[src/rtl/mips_pkg.sv]
// Shared register-file constants and writeback request types.
// Latency: none (declarations only).
// Backpressure: not applicable.
package mips_pkg;

  localparam int REG_ADDR_W = 5;
  localparam int REG_DATA_W = 32;
  localparam int NUM_REGS   = 32;

  localparam int PORT_ALU  = 0;
  localparam int PORT_LOAD = 1;

  typedef struct packed {
    logic [REG_ADDR_W-1:0] addr;
    logic [REG_DATA_W-1:0] data;
  } wb_req_t;

endpackage

[src/rtl/wb_slot.sv]
// One-entry writeback buffer: captures a request, holds it until the arbiter clears it.
// Latency: request visible as full on the cycle after the accepting edge.
// Backpressure: ready is simply !full; writes to r0 are accepted and dropped.
module wb_slot #(
  parameter int ADDR_W = 5,
  parameter int DATA_W = 32
) (
  input  logic              clk,
  input  logic              rst_n,
  input  logic              in_valid,
  input  logic [ADDR_W-1:0] in_addr,
  input  logic [DATA_W-1:0] in_data,
  input  logic              clr,
  output logic              in_ready,
  output logic              load,
  output logic              full,
  output logic [ADDR_W-1:0] addr,
  output logic [DATA_W-1:0] data
);

  // Ready depends only on stored state, so there is no valid-to-ready path.
  assign in_ready = !full;

  // A transfer to r0 completes the handshake but never occupies the buffer.
  assign load = in_valid && !full && (in_addr != '0);

  // Load and clear are mutually exclusive: load needs empty, clear needs full.
  always_ff @(posedge clk or negedge rst_n) begin
    if (!rst_n) begin
      full <= 1'b0;
      addr <= '0;
      data <= '0;
    end else if (load) begin
      full <= 1'b1;
      addr <= in_addr;
      data <= in_data;
    end else if (clr) begin
      full <= 1'b0;
    end
  end

endmodule

[src/rtl/regfile_wb_arbiter.sv]
// Merges ALU and load-unit writebacks onto the register file's single write port, oldest first.
// Latency: accept at edge N -> WE/W_Addr/W_Data valid after edge N+1 (N+2 if arbitration lost once).
// Backpressure: per-port ready = buffer empty; optional Busy scoreboard under macro WB_BUSY_EN.
module regfile_wb_arbiter
  import mips_pkg::*;
#(
  parameter int DATA_W   = 32,
  parameter int ADDR_W   = 5,
  parameter int TIE_PORT = 0
) (
  input  logic              CLK,
  input  logic              RST_N,
  input  logic              Req_Valid_0,
  output logic              Req_Ready_0,
  input  logic [ADDR_W-1:0] Req_Addr_0,
  input  logic [DATA_W-1:0] Req_Data_0,
  input  logic              Req_Valid_1,
  output logic              Req_Ready_1,
  input  logic [ADDR_W-1:0] Req_Addr_1,
  input  logic [DATA_W-1:0] Req_Data_1,
  output logic              WE,
  output logic [ADDR_W-1:0] W_Addr,
  output logic [DATA_W-1:0] W_Data,
  output logic [31:0]       Busy,
  output logic              Idle
);

  logic              load0, load1;
  logic              full0, full1;
  logic [ADDR_W-1:0] addr0, addr1;
  logic [DATA_W-1:0] data0, data1;
  logic              gnt0, gnt1;
  // Index of the buffer that loaded first; only meaningful when both are full.
  logic              older;

  wb_slot #(.ADDR_W(ADDR_W), .DATA_W(DATA_W)) u_slot0 (
    .clk      (CLK),
    .rst_n    (RST_N),
    .in_valid (Req_Valid_0),
    .in_addr  (Req_Addr_0),
    .in_data  (Req_Data_0),
    .clr      (gnt0),
    .in_ready (Req_Ready_0),
    .load     (load0),
    .full     (full0),
    .addr     (addr0),
    .data     (data0)
  );

  wb_slot #(.ADDR_W(ADDR_W), .DATA_W(DATA_W)) u_slot1 (
    .clk      (CLK),
    .rst_n    (RST_N),
    .in_valid (Req_Valid_1),
    .in_addr  (Req_Addr_1),
    .in_data  (Req_Data_1),
    .clr      (gnt1),
    .in_ready (Req_Ready_1),
    .load     (load1),
    .full     (full1),
    .addr     (addr1),
    .data     (data1)
  );

  // Grant the sole full buffer, or the older one when both hold a write.
  always_comb begin
    gnt0 = full0 && (!full1 || (older == 1'(PORT_ALU)));
    gnt1 = full1 && (!full0 || (older == 1'(PORT_LOAD)));
  end

  // Age tracking: a lone load makes the other buffer the older one; a joint load
  // defers to TIE_PORT. A loading buffer was empty, so any full peer predates it.
  always_ff @(posedge CLK or negedge RST_N) begin
    if (!RST_N) begin
      older <= 1'b0;
    end else if (load0 && load1) begin
      older <= 1'(TIE_PORT);
    end else if (load0) begin
      older <= 1'(PORT_LOAD);
    end else if (load1) begin
      older <= 1'(PORT_ALU);
    end
  end

  // Output stage: register the granted write; address/data hold when idle.
  always_ff @(posedge CLK or negedge RST_N) begin
    if (!RST_N) begin
      WE     <= 1'b0;
      W_Addr <= '0;
      W_Data <= '0;
    end else begin
      WE <= gnt0 || gnt1;
      if (gnt0) begin
        W_Addr <= addr0;
        W_Data <= data0;
      end else if (gnt1) begin
        W_Addr <= addr1;
        W_Data <= data1;
      end
    end
  end

  assign Idle = !full0 && !full1 && !WE;

`ifdef WB_BUSY_EN
  logic [NUM_REGS-1:0] busy_vec;

  // Mark every register with a write still buffered or on the write port; r0 never busy.
  always_comb begin
    busy_vec = '0;
    for (int k = 1; k < NUM_REGS; k++) begin
      busy_vec[k] = (full0 && (addr0 == ADDR_W'(k))) ||
                    (full1 && (addr1 == ADDR_W'(k))) ||
                    (WE && (W_Addr == ADDR_W'(k)));
    end
  end

  assign Busy = busy_vec;
`else
  assign Busy = '0;
`endif

endmodule

[config.mk]
export PLATFORM = sky130hd
export DESIGN_NAME = regfile_wb_arbiter
export DESIGN_NICKNAME = d
export VERILOG_FILES = /design/src/rtl/mips_pkg.sv /design/src/rtl/wb_slot.sv /design/src/rtl/regfile_wb_arbiter.sv
export SDC_FILE = /design/constraint.sdc
export NUM_CORES = 1
export LEC_CHECK = 0
export BUFFER_PORTS_ARGS = -buffer_cell sky130_fd_sc_hd__buf_2
export CAP_MARGIN = 25
export CORE_MARGIN = 1
export CORE_UTILIZATION = 55
export CTS_CLUSTER_SIZE = 12
export DETAILED_ROUTE_END_ITERATION = 12
export GPL_TIMING_DRIVEN = 0
export PLACE_DENSITY = 0.88
export RECOVER_POWER = 100
export SLEW_MARGIN = 15
export SYNTH_ARGS = -nofsm -noshare
export SYNTH_HDL_FRONTEND = slang
export SYNTH_SLANG_ARGS = --single-unit
[constraint.sdc]
create_clock -name CLK -period 4.33 [get_ports CLK]
set_input_delay 0.6495 -clock CLK [delete_from_list [all_inputs] [get_ports CLK]]
set_output_delay 0.6495 -clock CLK [all_outputs]
set_load 0.02 [all_outputs]
==> summary.txt <==
Routing
  • DR pass1 iterations: 6
  • Total vias in the final route: 3,338
  • Starting DRT DRC Count: 100
  • WL final: 10,600 um
  • Routed length per instance: 16.1 um
  • # DRC: 0
  • DR vias/cell: 5.07
  • Antenna viol nets, final: 0

Job
  • Max-cap violations: 3

Setup path
  • Worst-path fanout max: 10
  • Critical Path RT: 4.70 ns
  • WS Path Type: in2reg
  • Setup crit end kind: flip-flop
  • Critical path launch point type: input pin
  • Data arrival time of the worst path: 3.60 ns

Synth
  • Mux cell area share after synthesis: 0.215
  • Post-Syn Instances: 370
  • Largest family of logic cells by synthesized area: multiplexers
  • Synth Area in Simple Gates: 0.0415
  • Adder-cell share of the synthesized area: 0
  • Compound-Gate Fraction of Synth Area: 0.0773
  • Synthesized area: around 4900 um^2
  • Post-synthesis register bit count: 115
  • Yosys cell types: 20
  • Register area share after synthesis: 0.589
  • Syn. warnings: 0
  • XOR/XNOR share of the synthesized area: 0
  • Syn Area/Cell: ~13 um^2

GRT
  • Antenna violations before repair: 0
  • Remaining global-route overflow: 0
  • GRT Total Usage: 0.246
  • Largest net degree at the start of global routing: 59
  • First-pass GRT wire length: 16,400 um
  • Vias in the first global route: 3,352

Floorplanning
  • Die H: 96.3 um
  • Top-level port count: ~150
  • Initial core utilization: 0.563
  • Core Box Area: about 8700 um^2
  • Die Footprint: a little over 9000 um^2
  • Die Wd: 96.3 um
  • Cell Rows: 34

Finish
  • Final layout net count: 617
  • Final core occ: 0.720
  • Area Overhead vs Synth: 27.8%
  • Layout cells sized above 1: 0.377
  • Antenna Cells: 0

Pwr
  • Lkg Pwr: around 0.003 uW
  • Pwr Density: 640 nW/um^2
  • Design Power: 4000 uW
  • Max VDD drop: 0.392 mV

STA
  • Worst Tran Pin Value: between 3 and 4 ns
  • Final min period: 3.22 ns
  • Final Hold Fails: 0
  • Final Cycle Share: 0.745
  • Slew headroom: -1.08
  • Final setup fails: 0
  • Fmax achieved: 310 MHz
  • Final setup TNS: 0 ns
  • RSZ-0062 raised after global routing: no
  • Max Slew Vio Count: 80
  • Setup Skew: 0.00614 ns

Clocking
  • CTS buffer count: 17
  • H-tree level count: 4
  • Clock buffer depth: 2
  • Clock-pin transition on the worst setup and hold timing paths: ~0.06 ns
  • Hold Buf Count CTS: 0
  • CTS tree: built
  • Number of setup buffers added after CTS: 0
  • Clock Latency Late Sink: 0.49 ns
  • Post_cts resized: 0
  • Clock sink count: 115
  • Root Driver: clkbuf_8

Outcome
  • Failing checks: capacitance limit, slew limit
  • Status: finished with violations

Place
  • HPWL after detailed placement: 7120 um
  • Port bufs: approximately 120
  • GPL Wtd Cong: 0.769

Min path
  • Worst Hold Class: in2reg
==> state kept, by name, indices dropped and copies added, names as in the netlist <==
register,cells
u_slot0.full,1
u_slot0.data,32
older,1
u_slot0.addr,5
u_slot1.full,1
u_slot1.addr,5
W_Data,32
WE,1
u_slot1.data,32
W_Addr,5
==> per-stage QoR <==
stage	worst slack [ns]	hold WS [ns]	instances	instance area, um^2
global placement	1.40	0.456	627	5730
CTS	1.60	0.127	659	6380
floorplan	2.23	0.354	401	5010
global route	0.768	0.366	659	6250
finish	1.11	0.382	659	6250
detailed placement	1.88	0.465	628	5770
==> cell usage after synthesis (all sizes together) <==
cell | number | area, um^2
conb | 1 | 3.75
o21ai | 38 | 213
clkbuf | 9 | 33.8
nand2b | 4 | 25.0
a22o | 10 | 87.6
nor2b | 2 | 12.5
o221a | 4 | 45.0
mux2i | 33 | 330
dfrtp | 115 | 2880
o41ai | 2 | 17.5
a21boi | 2 | 15.0
inv | 4 | 15.0
nand2 | 36 | 135
nor2 | 2 | 7.51
buf | 42 | 328
or4 | 2 | 22.5
mux2 | 64 | 721
==> logic make-up after synthesis <==
logic type             count (synthesis)
flip-flops                           115
AND/OR/NAND/NOR                       46
buffers and inverters                 55
multiplexers                          97
other                                  1
AO/OA/AOI/OAI                         56
==> worst max-delay path, stage by stage <==
cell	delay [ns]
clkbuf_1	0.11
or4_1	0.55
o21ai_0	1.32
clkbuf_1	0.56
mux2_2	0.40
==> path summary, 6_finish.rpt <==
kind / slack, ns / to / start / cells after the start
worst max-delay path: 1.11 / u_slot0.data[16] / Req_Addr_0[1] / 5
worst min-delay path: 0.38 / u_slot1.data[3] / Req_Data_1[3] / 2
worst max register to register: 1.86 / u_slot0.data[16] / u_slot0.full / 5
worst min register to register: 0.48 / W_Data[1] / W_Data[1] / 2
max in group asynchronous: 1.38 / u_slot0.data[11] / RST_N / 1
min in group asynchronous: 1.18 / W_Data[30] / RST_N / 1
==> final cells by class <==
type | instances | area (um^2)
Tap cell | 108 | 135
Clock buffer | 23 | 497
Clock inverter | 8 | 123
Buffer | 51 | 317
Fill cell | 643 | 2430
Sequential cell | 115 | 2880
Timing Repair Buffer | 119 | 563
Multi-Input combinational cell | 231 | 1720
Inverter | 4 | 15.0
==> where the power goes <==
group	total (uW)	switching, uW	leakage, uW	internal (uW)
Clock	1430	465	0.000298	963
Combinational	986	599	0.00127	387
Sequential	1590	187	0.00136	1400
Total	4000	1250	0.00293	2750
==> cells in the final DEF, fill, tap and decap left out, types with 7 or more instances in the layout <==
master,instances
mux2i_1,33
mux2_2,62
clkbuf_16,16
conb_1,32
nand2_1,36
a22o_1,10
buf_4,32
o21ai_0,38
clkbuf_1,59
buf_2,78
clkbuf_8,7
dfrtp_1,115
==> metal layers <==
layer  wire length [um]  vias to the layer above  share of wire  GRT usage
li1                   -                     1563              -          -
met1               4330                     1647           0.41      0.291
met2               5600                      117           0.53      0.430
met3                589                       11          0.055     0.0640
met4                114                        0          0.011     0.0919
met5                  0                        -              0          0
(Power assumes the default switching activity.)
